===== src/rtl/onehot_encoder_monitor_pkg.sv =====
// Shared definitions for the one-hot encoder monitor family.
// Holds the monitor state encoding used by the top level (and by later
// multi-channel monitors that reuse the same state machine).
package onehot_encoder_monitor_pkg;

  typedef enum logic [1:0] {
    DIS   = 2'd0,
    OK    = 2'd1,
    SUSP  = 2'd2,
    FAULT = 2'd3
  } state_t;

endpackage


===== src/rtl/onehot_encoder_monitor_onehot_to_index.sv =====
// onehot_to_index: purely combinational one-hot check and binary encoder.
// Ports:
//   in_vec - WIDTH-bit vector under test
//   onehot - 1 when exactly one bit of in_vec is set
//   idx    - binary position of the set bit (bit 0 -> 0); only meaningful
//            when onehot is 1
module onehot_to_index #(
  parameter int WIDTH = 8,
  localparam int IDX_W = $clog2(WIDTH)
) (
  input  logic [WIDTH-1:0] in_vec,
  output logic             onehot,
  output logic [IDX_W-1:0] idx
);

  // One extra bit so the population count can hold WIDTH itself.
  localparam int PC_W = IDX_W + 1;

  logic [PC_W-1:0] pop;

  always_comb begin
    pop = '0;
    for (int i = 0; i < WIDTH; i++) begin
      pop = pop + PC_W'(in_vec[i]);
    end
    onehot = (pop == PC_W'(1));
  end

  // OR-reduction encoder: each set input bit contributes its own position,
  // so a true one-hot input yields exactly that position.
  always_comb begin
    idx = '0;
    for (int i = 0; i < WIDTH; i++) begin
      idx = idx | ({IDX_W{in_vec[i]}} & IDX_W'(i));
    end
  end

endmodule


===== src/rtl/onehot_encoder_monitor.sv =====
// onehot_encoder_monitor: registered one-hot validity check and encoder with
// a glitch filter. A fault is declared only after HOLD consecutive bad
// samples; fault episodes are flagged (sticky) and counted (saturating).
// Ports:
//   clk        - rising-edge clock
//   rst        - asynchronous active-high reset
//   en         - source enable (0 = disabled)
//   clr        - synchronous clear of err_sticky / err_cnt
//   in_vec     - WIDTH-bit vector to check and encode
//   out_valid  - registered: sample was exactly one-hot while enabled
//   out_idx    - registered index of the last accepted one-hot bit
//   invalid    - registered: disabled or faulted
//   err_sticky - set on fault entry, cleared by clr
//   err_cnt    - saturating count of fault episodes
module onehot_encoder_monitor
  import onehot_encoder_monitor_pkg::*;
#(
  parameter int WIDTH = 8,
  parameter int HOLD  = 3,
  parameter int CNT_W = 8,
  localparam int IDX_W = $clog2(WIDTH)
) (
  input  logic             clk,
  input  logic             rst,
  input  logic             en,
  input  logic             clr,
  input  logic [WIDTH-1:0] in_vec,
  output logic             out_valid,
  output logic [IDX_W-1:0] out_idx,
  output logic             invalid,
  output logic             err_sticky,
  output logic [CNT_W-1:0] err_cnt
);

  localparam int RUN_W = $clog2(HOLD + 1);
  localparam logic [RUN_W-1:0] RUN_HOLD = RUN_W'(HOLD);
  localparam logic [CNT_W-1:0] CNT_MAX  = '1;

  state_t           state_p0;
  state_t           state_nxt;
  logic [RUN_W-1:0] run_p0;
  logic [RUN_W-1:0] run_nxt;
  logic [RUN_W-1:0] run_inc;
  logic             onehot;
  logic [IDX_W-1:0] idx;
  logic             fault_entry;

  onehot_to_index #(.WIDTH(WIDTH)) u_enc (
    .in_vec (in_vec),
    .onehot (onehot),
    .idx    (idx)
  );

  assign run_inc = run_p0 + RUN_W'(1);

  // Next-state decision for the current sample
  always_comb begin
    state_nxt = state_p0;
    run_nxt   = run_p0;
    if (!en) begin
      state_nxt = DIS;
      run_nxt   = '0;
    end else if (onehot) begin
      state_nxt = OK;
      run_nxt   = '0;
    end else begin
      case (state_p0)
        SUSP: begin
          run_nxt   = run_inc;
          state_nxt = (run_inc == RUN_HOLD) ? FAULT : SUSP;
        end
        FAULT: begin
          state_nxt = FAULT;
          run_nxt   = RUN_HOLD;
        end
        default: begin
          // First bad sample of a run; with HOLD=1 it is already a fault.
          run_nxt   = RUN_W'(1);
          state_nxt = (HOLD == 1) ? FAULT : SUSP;
        end
      endcase
    end
  end

  assign fault_entry = (state_nxt == FAULT) && (state_p0 != FAULT);

  // Registered outputs, driven from the next state
  always_ff @(posedge clk or posedge rst) begin
    if (rst) begin
      state_p0   <= DIS;
      run_p0     <= '0;
      out_valid  <= 1'b0;
      out_idx    <= '0;
      invalid    <= 1'b1;
      err_sticky <= 1'b0;
      err_cnt    <= '0;
    end else begin
      state_p0  <= state_nxt;
      run_p0    <= run_nxt;
      out_valid <= (state_nxt == OK);
      invalid   <= (state_nxt == DIS) || (state_nxt == FAULT);
      if (state_nxt == OK) begin
        out_idx <= idx;
      end

      // Fault entry takes priority over clr: a clear in the same cycle
      // leaves exactly this one episode recorded.
      if (fault_entry) begin
        err_sticky <= 1'b1;
        if (clr) begin
          err_cnt <= CNT_W'(1);
        end else if (err_cnt != CNT_MAX) begin
          err_cnt <= err_cnt + CNT_W'(1);
        end
      end else if (clr) begin
        err_sticky <= 1'b0;
        err_cnt    <= '0;
      end
    end
  end

endmodule


===== config.mk =====
export PLATFORM = sky130hd
export DESIGN_NAME = onehot_encoder_monitor
export DESIGN_NICKNAME = d
export VERILOG_FILES = /design/src/rtl/onehot_encoder_monitor_pkg.sv /design/src/rtl/onehot_encoder_monitor_onehot_to_index.sv /design/src/rtl/onehot_encoder_monitor.sv
export SDC_FILE = /design/constraint.sdc
export NUM_CORES = 1
export LEC_CHECK = 0
export CAP_MARGIN = 20
export CORE_MARGIN = 2
export CORE_UTILIZATION = 44
export CTS_BUF_LIST = sky130_fd_sc_hd__clkbuf_16
export DETAILED_ROUTE_END_ITERATION = 6
export PLACE_DENSITY_LB_ADDON = 0.3
export SETUP_SLACK_MARGIN = 0.4
export SYNTH_ARGS = -nofsm -noshare
export SYNTH_HDL_FRONTEND = slang
export SYNTH_SLANG_ARGS = --single-unit

===== constraint.sdc =====
create_clock -name clk -period 1.8 [get_ports clk]
set_input_delay 0.27 -clock clk [delete_from_list [all_inputs] [get_ports clk]]
set_output_delay 0.27 -clock clk [all_outputs]
set_load 0.02 [all_outputs]

After elaboration in Yosys (flattened, before gate mapping) --
Index checks and enable logic that the tools add are counted.
Word-level totals: register bits 18, output and inout bits 14, word-level logic and storage cells 49
Cells by class: $add $sub $neg 9, equality and inequality tests 8, muxes and demuxes 13, bitwise logic cells 6, reductions and logical operators 6
Operator list (count):
- $mux W8 | 4
- $add A4 B1 Y4 | 6
- $or A3 B3 Y3 | 3
- $add A8 B1 Y8 const B | 1
- $eq A2 B2 Y1 const B | 4
- $mux W2 | 4
- $ne A8 B8 Y1 const B | 1
- $eq A4 B1 Y1 const B | 1
- $pmux W2 S2 | 1
- $reduce_bool A2 Y1 | 2
- $mux W1 | 3
- $or A2 B3 Y3 | 1
- $add A1 B1 Y2 | 1
- $add A2 B1 Y2 const B | 1
- $eq A2 B1 Y1 const B | 1
- $logic_not A2 Y1 | 1
- $ne A2 B2 Y1 const B | 1
- $or A1 B2 Y2 | 1
- $or A2 B2 Y2 | 1
- $pmux W1 S2 | 1
- $reduce_and A2 Y1 | 1
- $logic_and A1 B1 Y1 | 1
- $logic_or A1 B1 Y1 | 1

Longest topological paths before layout --
Gate-level depths: netlist of run 1.
word-level depth 14, gate-level depth with buffers 14, gate-level depth less buffers 14

Modules after synthesis --
From an unflattened synthesis of run 1, not the netlist that was laid out.
Unflattened totals: cell total of the unflattened synthesis 102, area total of the unflattened synthesis 1069.8 µm²
By module, submodules not included:
- onehot_encoder_monitor | times used 1, cells each 78, area an instance 853.3 µm², sequential area each 451.7 µm²
- onehot_to_index | times used 1, cells each 24, area an instance 216.5 µm², sequential area each 0.0 µm²

Worst setup path after synthesis of run 1 --
OpenSTA, ideal clock, no wires.
path type in2reg, start point in in_vec[0], end point reg err_cnt[5], arrival 3.945 ns, data required time 1.672 ns, slack -2.272 ns, stages on the path 13, buffers on the path 0, cells stage by stage ha_1 inv_1 fa_1 fa_1 fa_1 fa_1 nor2b_1 nand3_1 a31oi_1 ha_1 a21bo_2 nor4_2 mux2_1
Between the ends: longest elaborated chain between the ends 14, elaborated cells on any way between the ends 15, classes of those cells add/sub: 7; eq/ne: 2; mux: 3; reduce/logical: 3
RTL lines:
- from (decl) | line onehot_encoder_monitor.sv:27 | input logic [WIDTH-1:0] in_vec,
- $add A1 B1 Y2 (*) | line onehot_encoder_monitor_onehot_to_index.sv:24 | pop = pop + PC_W'(in_vec[i]);
- $add A4 B1 Y4 (*) (6 in series) | line onehot_encoder_monitor_onehot_to_index.sv:24
- $eq A4 B1 Y1 (*) | line onehot_encoder_monitor_onehot_to_index.sv:26 | onehot = (pop == PC_W'(1));
- $mux W2 (*) | line onehot_encoder_monitor.sv:63 | end else if (onehot) begin
- $mux W2 (*) | line onehot_encoder_monitor.sv:60 | if (!en) begin
- named net state_nxt[0] | line onehot_encoder_monitor.sv:40 | state_t state_nxt;
- $eq A2 B2 Y1 (*) | line onehot_encoder_monitor.sv:85 | assign fault_entry = (state_nxt == FAULT) && (state_p0 != FAULT);
- $logic_and A1 B1 Y1 (*) | line onehot_encoder_monitor.sv:85
- $reduce_bool A2 Y1 (no line)
- $reduce_and A2 Y1 (no line)
- to (signal assigned) | line onehot_encoder_monitor.sv:113 | err_cnt <= err_cnt + CNT_W'(1);
- to (decl) | line onehot_encoder_monitor.sv:32 | output logic [CNT_W-1:0] err_cnt
The timed path passes the listed nets; every way through them passes the cells marked *. A chain may end at the register's enable or synchronous reset.

Worst setup path in the final report of run 1 --
start point in in_vec[0], end point reg err_cnt[7]
Same word-level chain as after synthesis.

==> metrics.csv, run 1 <==
stage;metric;value;unit
floorplanning;Cell Rows;18;
global_route;GRT overflow;0;
synthesis;yosys warns;0;
clock_network;clock tree sinks;18;
outcome;status;finished, violations left;
worst_setup_path;Crit path max-delay family;adder cells;
synthesis;synthesized instance count;109;
placed_design;routability cong.;0.8466;
floorplanning;chip width;55.15;microns
job;max-cap violations;0;
routing;ANT nets after route;0;
floorplanning;Die Height;55.15;microns
hold_path;worst hold path type;input pin to asynchronous set/reset pin;
routing;vias per cell;5.505;
clock_network;Worst-Skew Late Latency;0.25;ns
routing;drt wl/cell;16.57;microns
clock_network;clk slew on worst S/H paths;0.06;ns
timing;minimum clock period;3.950;ns
clock_network;CTS tree;done;
synthesis;sequential-to-total area share from yosys stat;0.3924;
global_route;first-pass GRT wire length;4.602;mm
routing;detailed-route wire length;3.182;mm
timing;Slew Limit Fails;0;
timing;final setup vio count;18;
routing;Vias;1057;
global_route;initial antenna violation count;0;
worst_setup_path;worst path required time;1.94;ns
routing;drt pass-1 iters;4;
clock_network;CTS Buf Count;3;
timing;RSZ-0062 raised after global routing;yes;
power_and_ir_drop;Pwr Density;905.3;nW/um^2
clock_network;CTS H-tree depth;1;
synthesis;Seq cells post-synth;18;
worst_setup_path;most frequent cell on the critical path;fa_1;
placed_design;IO Port Bufs;25;
worst_setup_path;Worst EP arrival;4.09;ns
layout;Syn-to-layout area delta;61.41;%
worst_setup_path;Critical Path, Cell by Cell;buf_6, ha_4, inv_2, fa_1, fa_1, fa_2, fa_1, nor2b_4, nand3b_1, a31oi_2, ha_2, a21bo_4, buf_4, nor4_4, mux2_4;
worst_setup_path;Crit-path slowest cell;fa_1;
worst_setup_path;Setup CP Type;input pin to flip-flop;
timing;fin worst setup slack;-2.150;ns
worst_setup_path;max incr delay on CP;0.52;ns
timing;setup TNS;-30.46;ns
outcome;failing checks;negative setup slack;
synthesis;post-synth cell types;38;
routing;1st-iter DRT viols;22;
layout;antenna cells;0;
floorplanning;Die ar.;3042;sq um
floorplanning;Core Region;2477;sq um
worst_setup_path;nature of the critical path endpoint;flip-flop;
worst_setup_path;launching element type of the critical path;input pin;
worst_setup_path;critical path peak fanout;4;
power_and_ir_drop;Max VDD drop;852.7;uV
routing;DRC violations left;0;
floorplanning;Ports;26;
timing;Slew @ Worst Pin;0.5544;ns
synthesis;syn_nets;131;
power_and_ir_drop;overall power;1.682;mW
clock_network;Root Driver;clkbuf_16;
power_and_ir_drop;Leak;0.8829;nW
layout;layout cells sized above 1;0.3889;
placed_design;post-DP HPWL;2.088;mm
timing;Tcrit/Tclk final;2.195;
layout;nets;185;
timing;Final Skew;0.005775;ns
global_route;vias in the first global route;1023;
global_route;gr usage total;0.2186;
timing;Rel. slew slack;0.6304;
clock_network;clock tree buffer depth;2;
synthesis;Mean Syn Cell Area;10.56;sq um
worst_setup_path;Buf+Inv Stages, Crit Path;3;
timing;final hold vios;0;
floorplanning;initial core utilization;0.4646;
synthesis;synthesized cell area;1151;sq um
global_route;largest net degree at the start of global routing;19;
timing;FMAX;253.1;MHz
==> cell type report <==
class	instances	area (sq um)
well taps	30	37.54
repair buffers	51	454.2
flip-flops and latches	18	451.7
multi-input cells	70	764.5
clock buffers	3	75.07
clock inverters	1	3.754
inverters	19	71.32
fillers	175	619.3
==> through the flow <==
stage / instances / worst slack [ns] / instance area [sq um] / hold slack (ns) / utilization
after floorplan: 109 / -2.112 / 1194 / 0.2078 / -
after global placement: 183 / -2.665 / 1624 / 0.4945 / 0.6556
after detailed placement: 183 / -2.818 / 1624 / 0.5002 / 0.6556
after CTS: 189 / -2.116 / 1773 / 0.3382 / 0.7157
after global routing: 192 / -2.264 / 1858 / 0.3834 / 0.7500
final: 192 / -2.150 / 1858 / 0.3313 / 0.7500
==> routing by layer <==
metal / part of all wire / GRT usage
met1: 0.40 / 0.2690
met2: 0.53 / 0.3829
met3: 0.055 / 0.06452
met4: 0.019 / 0.03659
met5: 0 / 0
==> synth_stat cells <==
cell type,number,area share
inv_1,19,0.062
dfrtp_1,17,0.37
ha_1,6,0.065
fa_1,4,0.070
mux2_2,4,0.039
nand2b_1,4,0.022
nand4_1,4,0.022
nor2b_1,4,0.022
a211oi_1,3,0.020
a21oi_1,3,0.013
nand2_1,3,0.0098
nor2_1,3,0.0098
o21ai_0,3,0.013
a41oi_1,2,0.015
and3_1,2,0.011
and4_1,2,0.015
mux2_1,2,0.020
nand3_1,2,0.0087
nand3b_1,2,0.013
nor3_1,2,0.0087
a2111oi_0,1,0.0076
a211o_1,1,0.0076
a21bo_2,1,0.0087
a21boi_1,1,0.0065
a31oi_1,1,0.0054
a32oi_2,1,0.014
and4bb_1,1,0.011
and4bb_2,1,0.011
buf_6,1,0.0098
clkbuf_1,1,0.0033
dfstp_2,1,0.023
mux2i_1,1,0.0087
nor3b_1,1,0.0065
nor4_2,1,0.011
nor4_4,1,0.018
nor4b_1,1,0.0076
o211ai_1,1,0.0065
or4_1,1,0.0065
==> cells in the final DEF, fill, tap and decap left out, types with 3 or more instances in the layout <==
master,synthesis,layout
fa_1,4,3
dfrtp_1,17,17
buf_6,1,5
dlygate4sd2_1,0,16
clkbuf_16,0,3
nand2b_1,4,4
inv_1,19,15
clkdlybuf4s50_1,0,7
nor2_1,3,3
inv_2,0,4
nand2_1,3,3
mux2_4,0,5
buf_4,0,21
nor2b_1,4,3
nand4_1,4,4
ha_1,6,4
==> cell families after synthesis <==
logic type | synth area share
adder cells (fa/ha/maj) | 0.1348
AND/OR/NAND/NOR | 0.2130
multiplexers | 0.06739
buffers and inverters | 0.07500
flip-flops | 0.3924
AO/OA/AOI/OAI | 0.1174
==> worst register-to-register path, cell delays in order (launching register included) <==
cell and delay [ns]:
dfrtp_1 0.37, inv_1 0.06, ha_1 0.15, o21ai_0 0.10, a31oi_2 0.23, ha_2 0.21, a21bo_4 0.26, buf_4 0.15
nor4_4 0.14, mux2_4 0.32
==> where the power goes <==
group / total [mW] / leakage (nW) / internal (mW) / switching, mW
Combinational: 0.713 / 0.615 / 0.372 / 0.341
Sequential: 0.522 / 0.230 / 0.485 / 0.0367
Clock: 0.448 / 0.0385 / 0.295 / 0.152
==> path summary, 6_finish.rpt <==
kind	cells past startpoint	slack (ns)	start	endpoint
max	15	-2.15	in_vec[0]	err_cnt[7]$_DFFE_PP0P_
min	3	0.33	rst	err_cnt[7]$_DFFE_PP0P_
max reg2reg	9	-0.29	run_p0[0]$_DFF_PP0_	err_cnt[7]$_DFFE_PP0P_
min reg2reg	1	0.51	out_idx[1]$_DFFE_PP0P_	out_idx[1]$_DFFE_PP0P_
max in group asynchronous	3	1.21	rst	invalid$_DFF_PP1_
min in group clk	3	0.38	in_vec[1]	out_idx[0]$_DFFE_PP0P_
==> sequential cells by signal, indices dropped and copies added (netlist names) <==
signal	count
err_cnt	8
out_idx	3
run_p0	2
state_p0	2
err_sticky	1
invalid	1
out_valid	1
==> repair_timing <==
item / in CTS / in global routing
gates resized for setup: 41 / 16
buffers inserted: 2 / 3
pin swaps: 11 / 12
endpoints found under the setup margin: 32 / 18
hold buffers: 0 / 0
Note: power is estimated with default switching activity, not from simulation.
==> run 2: changes to the inputs <==
CORE_MARGIN = default   (was 2)
==> metrics.csv, run 2 (synthesis gave the netlist of run 1 again) <==
stage;metric;value;unit
power_and_ir_drop;cell-internal power;1.190;mW
placed_design;routability cong.;0.7985;
global_route;first-pass GRT wire length;5.078;mm
routing;vias per cell;5.495;
layout;most frequent cells in the layout;30 x buf_4, 17 x dfrtp_1, 15 x inv_1, 15 x dlygate4sd2_1, 7 x clkdlybuf4s50_1;
layout;Syn-to-layout area delta;65.54;%
timing;fin worst setup slack;-2.109;ns
clock_network;Worst-Skew Late Latency;0.25;ns
routing;Vias;1088;
power_and_ir_drop;clock share of power;0.254;
floorplanning;Ports;26;
worst_setup_path;nature of the critical path endpoint;flip-flop;
global_route;GRT overflow;0;
worst_setup_path;most frequent cell on the critical path;fa_1;
layout;max reg flops;8;
worst_setup_path;launching element type of the critical path;input pin;
power_and_ir_drop;Logic pwr share;0.448;
timing;Rel. slew slack;0.6615;
layout;largest registers;err_cnt (8), out_idx (3);
routing;DRC violations left;0;
layout;Fill cells;168;
power_and_ir_drop;Pwr Density;913.5;nW/um^2
routing;drt pass-1 iters;4;
placed_design;post-DP HPWL;2.333;mm
placed_design;IO Port Bufs;25;
timing;Hold WS;0.3346;ns
worst_setup_path;worst reg2reg path endpoint;err_cnt[2]$_DFFE_PP0P_;
timing;minimum clock period;3.909;ns
layout;commonest non-fill, non-tap cell in the layout;buf_4;
timing;RSZ-0062 raised after global routing;yes;
power_and_ir_drop;Max VDD drop;937.2;uV
floorplanning;initial core utilization;0.4646;
worst_setup_path;critical path peak fanout;5;
floorplanning;Cell Rows;18;
timing;final setup vio count;18;
routing;drt wl/cell;16.17;microns
global_route;gr usage total;0.2539;
global_route;vias in the first global route;1143;
clock_network;clock tree buffer depth;2;
clock_network;CTS Buf Count;3;
floorplanning;Core Region;2477;sq um
clock_network;cts hold-fix bufs;0;
layout;Top reg by flops;err_cnt;
routing;1st-iter DRT viols;26;
worst_setup_path;reg2reg setup slack;-0.20;ns
worst_setup_path;Crit. Startpoint;in_vec[0];
layout;layout cells sized above 1;0.4048;
clock_network;clock tree sinks;18;
worst_setup_path;Crit-path slowest cell;fa_1;
clock_network;clk slew on worst S/H paths;0.05;ns
timing;Final Skew;0.005204;ns
worst_setup_path;R2R Path Start;run_p0[0]$_DFF_PP0_;
layout;Layout Cell Area excl Fill;1906;sq um
power_and_ir_drop;Switching Fraction;0.3163;
timing;setup TNS;-31.19;ns
worst_setup_path;Setup CP Type;input pin to flip-flop;
outcome;status;finished, violations left;
floorplanning;Die ar.;2825;sq um
clock_network;CTS tree;done;
timing;Slew Limit Fails;0;
floorplanning;Die Height;53.15;microns
layout;Final Non-Filler Cells;198;
worst_setup_path;worst path required time;1.93;ns
placed_design;# placed instances;185;
routing;detailed-route wire length;3.201;mm
layout;nets;191;
hold_path;worst hold path type;input pin to asynchronous set/reset pin;
timing;Slew @ Worst Pin;0.5078;ns
power_and_ir_drop;Psw;550.6;uW
worst_setup_path;Critical Path, Cell by Cell;buf_6, ha_4, inv_2, fa_1, fa_1, fa_2, fa_1, nor2b_4, nand3b_1, a31oi_4, ha_4, a21bo_4, nor4_4, mux2_4;
global_route;initial antenna violation count;0;
timing;FMAX;255.8;MHz
worst_setup_path;R2R cell count;9;
timing;Tcrit/Tclk final;2.172;
power_and_ir_drop;sequential fraction of design power;0.298;
job;max-cap violations;0;
worst_setup_path;max incr delay on CP;0.52;ns
routing;ANT nets after route;0;
global_route;largest net degree at the start of global routing;19;
clock_network;CTS H-tree depth;1;
power_and_ir_drop;overall power;1.741;mW
floorplanning;chip width;53.15;microns
placed_design;placed cell areas;1639;sq um
layout;antenna cells;0;
worst_setup_path;Worst EP arrival;4.04;ns
outcome;failing checks;negative setup slack;
timing;final hold vios;0;
clock_network;Root Driver;clkbuf_16;
power_and_ir_drop;Leak;0.9109;nW
## run 2: layout make-up
type / instances / area [sq um] / area share
clock buffers: 3 / 75.07 / 0.03940
clock inverters: 1 / 3.754 / 0.001970
repair buffers: 57 / 485.5 / 0.2548
inverters: 19 / 71.32 / 0.03743
well taps: 30 / 37.54 / 0.01970
multi-input cells: 70 / 780.7 / 0.4097
flip-flops and latches: 18 / 451.7 / 0.2370
## run 2: worst max path at each step
stage | slack (ns) | to
global route | -2.18 | err_cnt[5]$_DFFE_PP0P_
global placement | -2.66 | err_cnt[7]$_DFFE_PP0P_
CTS | -2.14 | err_cnt[5]$_DFFE_PP0P_
floorplan | -2.11 | err_cnt[7]$_DFFE_PP0P_
detailed placement | -2.90 | err_cnt[7]$_DFFE_PP0P_
finish | -2.11 | err_cnt[5]$_DFFE_PP0P_
## run 2: repair_timing
| item | 4_1_cts | 5_1_grt |
|---|---|---|
| pin swaps | 13 | 7 |
| gates resized for setup | 52 | 3 |
| buffers inserted | 5 | 4 |
| endpoints found under the setup margin | 32 | 19 |
## run 2: worst max-delay path: cells and delay by family
| kind | cells | cell delay [ns] |
|---|---|---|
| fa+ha+maj | 6 | 2.28 |
| simple gates | 3 | 0.54 |
| compound gates | 2 | 0.50 |
| mux | 1 | 0.32 |
| buf+inv | 2 | 0.13 |
## run 2: power groups by stage
stage / Combinational [mW] / Clock [mW] / Sequential [mW]
2_1_floorplan: 0.260 / 0 / 0.608
4_1_cts: 0.737 / 0.448 / 0.523
6_report: 0.780 / 0.442 / 0.519
3_5_place_dp: 0.667 / 0 / 0.531
5_1_grt: 0.831 / 0.469 / 0.528
3_3_place_gp: 0.624 / 0 / 0.525
## run 2: stage by stage
step           worst slack [ns]  utilization
4_1_cts                  -2.137       0.7515
6_report                 -2.109       0.7692
3_3_place_gp             -2.659       0.6616
5_1_grt                  -2.184       0.7692
3_5_place_dp             -2.905       0.6616
2_1_floorplan            -2.112            -
## run 2: metal layers
layer | global-route usage | routed length, microns
met3 | 0.07184 | 112
met4 | 0.07018 | 45
met2 | 0.4620 | 1815
met5 | 0 | 0
met1 | 0.2847 | 1228
==> run 3: changes to the inputs <==
CORE_UTILIZATION = 43   (was 44)
GPL_TIMING_DRIVEN = 0   (was default)
SYNTH_HIERARCHICAL = 1   (was default)
==> metrics.csv, run 3 <==
stage;metric;value;unit
outcome;status;finished, violations left;
outcome;failing checks;negative setup slack;
synthesis;compound-cell area share of the yosys netlist;0.1123;
synthesis;sequential-to-total area share from yosys stat;0.4222;
layout;Util after Layout;0.7240;
synthesis;synthesized cell area;1070;sq um
timing;Slew Limit Fails;0;
layout;most frequent cells in the layout;16 x dfrtp_1, 16 x dlygate4sd2_1, 15 x inv_1;
synthesis;syn_nets;125;
power_and_ir_drop;Leak;0.7882;nW
synthesis;multiplexer area fraction after synthesis;0.05029;
worst_setup_path;Worst EP arrival;4.06;ns
global_route;vias in the first global route;963;
clock_network;Worst-Skew Late Latency;0.25;ns
synthesis;Synth area leader;dfrtp_1;
timing;Rel. slew slack;0.5400;
synthesis;largest family of logic cells by synthesized area;simple AND/OR/NAND/NOR gates;
clock_network;cts hold-fix bufs;0;
worst_setup_path;critical path peak fanout;3;
floorplanning;Ports;26;
worst_setup_path;worst reg2reg path endpoint;err_cnt[3]$_DFFE_PP0P_;
worst_setup_path;worst path required time;1.98;ns
synthesis;Synth Flop Type;dfrtp_1;
floorplanning;Cell Rows;17;
worst_setup_path;reg2reg setup slack;-0.38;ns
hold_path;worst hold path type;input pin to flip-flop;
timing;RSZ-0062 raised after global routing;yes;
timing;setup TNS;-28.43;ns
synthesis;post-synth cell types;32;
worst_setup_path;launching element type of the critical path;input pin;
clock_network;Root Driver;clkbuf_16;
global_route;GRT overflow;0;
synthesis;synth top area cells;dfrtp_1 40%, ha_1 8.2%, fa_1 7.5%;
routing;ANT nets after route;0;
synthesis;Yosys top cell area share;0.3977;
clock_network;CTS Buf Count;3;
timing;final hold vios;0;
floorplanning;Die Height;51.88;microns
timing;fin worst setup slack;-2.083;ns
floorplanning;initial core utilization;0.4700;
timing;minimum clock period;3.883;ns
worst_setup_path;R2R cell count;11;
power_and_ir_drop;Max VDD drop;708.5;uV
synthesis;XOR/XNOR share of the synthesized area;0;
synthesis;Post-synth EDFFs;0;
routing;1st-iter DRT viols;19;
routing;Vias;939;
layout;layout cells sized above 1;0.3403;
routing;detailed-route wire length;2.661;mm
layout;Syn-to-layout area delta;54.04;%
power_and_ir_drop;Pwr Density;930.1;nW/um^2
synthesis;yosys warns;6;
worst_setup_path;nature of the critical path endpoint;flip-flop;
routing;drt wl/cell;15.47;microns
synthesis;synthesized instance count;102;
timing;Slew @ Worst Pin;0.6893;ns
routing;drt pass-1 iters;5;
placed_design;routability cong.;0.7843;
timing;FMAX;257.5;MHz
floorplanning;Core Region;2276;sq um
clock_network;CTS H-tree depth;1;
placed_design;IO Port Bufs;24;
layout;antenna cells;0;
floorplanning;Die ar.;2692;sq um
synthesis;Mean Syn Cell Area;10.49;sq um
synthesis;asr flop ratio synth;1.000;
layout;max reg flops;8;
clock_network;clk slew on worst S/H paths;0.05;ns
clock_network;clock tree sinks;18;
synthesis;Seq cells post-synth;18;
layout;largest registers;err_cnt (8), out_idx (3);
global_route;first-pass GRT wire length;4.333;mm
floorplanning;chip width;51.88;microns
global_route;largest net degree at the start of global routing;19;
clock_network;clock tree buffer depth;2;
synthesis;Synth Area in Adders;0.1567;
worst_setup_path;crit path capture;err_cnt[3]$_DFFE_PP0P_;
routing;DRC violations left;0;
synthesis;synth cell count leaders;18 x inv_1, 17 x dfrtp_1, 7 x ha_1, 7 x nor2_1, 5 x nor3_1;
timing;Tcrit/Tclk final;2.157;
placed_design;Post-Place Worst Slack;-2.758;ns
job;max-cap violations;0;
clock_network;CTS tree;done;
worst_setup_path;Crit. Startpoint;in_vec[5];
layout;nets;168;
global_route;gr usage total;0.2239;
timing;final setup vio count;18;
placed_design;post-DP HPWL;1.635;mm
layout;Top reg by flops;err_cnt;
worst_setup_path;R2R Path Start;run_p0[0]$_DFF_PP0_;
timing;Final Skew;0.002418;ns
worst_setup_path;Setup CP Type;input pin to flip-flop;
routing;vias per cell;5.459;
synthesis;simple-gate share of the synthesized area;0.1848;
global_route;initial antenna violation count;0;
synthesis;most frequent cell after synthesis;inv_1;
## run 3: per-layer routing
metal,part of all wire,up-vias,global-route usage,wire [microns]
met3,0.041,4,0.02632,110
met4,0.0086,0,0.06757,23
met2,0.54,34,0.4038,1434
li1,-,441,-,-
met5,0,-,0,0
met1,0.41,460,0.2753,1092
## run 3: cell type report
class | instances | area (sq um)
Buffer | 1 | 11.26
Timing Repair Buffer | 38 | 356.6
Multi-Input combinational cell | 65 | 643.1
Fill cell | 166 | 628.1
Tap cell | 28 | 35.03
Clock inverter | 1 | 3.754
Sequential cell | 18 | 452.9
Inverter | 18 | 70.07
Clock buffer | 3 | 75.07
## run 3: cell families after synthesis
kind of cell	count (synthesis)
DFF	18
and+or+nand+nor	33
adders and majority gates	11
muxes	5
buffers and inverters	19
AOI/OAI and AO/OA	16
## run 3: worst max-delay path: stages
cell      delay [ns]
buf_8           0.10
fa_1            0.51
fa_1            0.53
inv_2           0.04
fa_2            0.34
fa_1            0.47
nor3b_2         0.17
a41o_1          0.27
nand2b_4        0.17
inv_4           0.07
ha_4            0.13
a21boi_4        0.23
nand4_4         0.12
buf_6           0.14
or3_4           0.37
a21oi_2         0.13
## run 3: how the worst min path moves through the flow
stage | from | to | slack, ns | cells after the start
final | clr | err_cnt[3]$_DFFE_PP0P_ | 0.22 | 2
after global routing | clr | err_cnt[3]$_DFFE_PP0P_ | 0.22 | 2
after CTS | clr | err_cnt[5]$_DFFE_PP0P_ | 0.23 | 2
after detailed placement | run_p0[0]$_DFF_PP0_ | run_p0[0]$_DFF_PP0_ | 0.45 | 1
after global placement | run_p0[0]$_DFF_PP0_ | run_p0[0]$_DFF_PP0_ | 0.45 | 1
after floorplan | rst | err_cnt[0]$_DFFE_PP0P_ | 0.21 | 1
## run 3: through the flow
stage               hold WS [ns]  cells  instance area (sq um)  power, mW
finish                    0.2228    172                   1648      1.533
global route              0.2208    172                   1648      1.619
CTS                       0.2269    167                   1539      1.474
detailed placement        0.4531    154                   1375      1.011
global placement          0.4534    154                   1375     0.9884
floorplan                 0.2078    102                   1100     0.8181
## run 3: power by group
| part | internal, mW | total, mW | switching [mW] | leakage [nW] |
|---|---|---|---|---|
| clock network | 0.295 | 0.445 | 0.150 | 0.0385 |
| registers | 0.482 | 0.530 | 0.0486 | 0.228 |
| logic | 0.284 | 0.557 | 0.273 | 0.522 |
| total | 1.06 | 1.53 | 0.471 | 0.788 |
## run 3: repair_timing
action | CTS | global route
gates resized for setup | 42 | 18
pin swaps | 14 | 13
endpoints found under the setup margin | 32 | 19
buffers inserted | 9 | 5
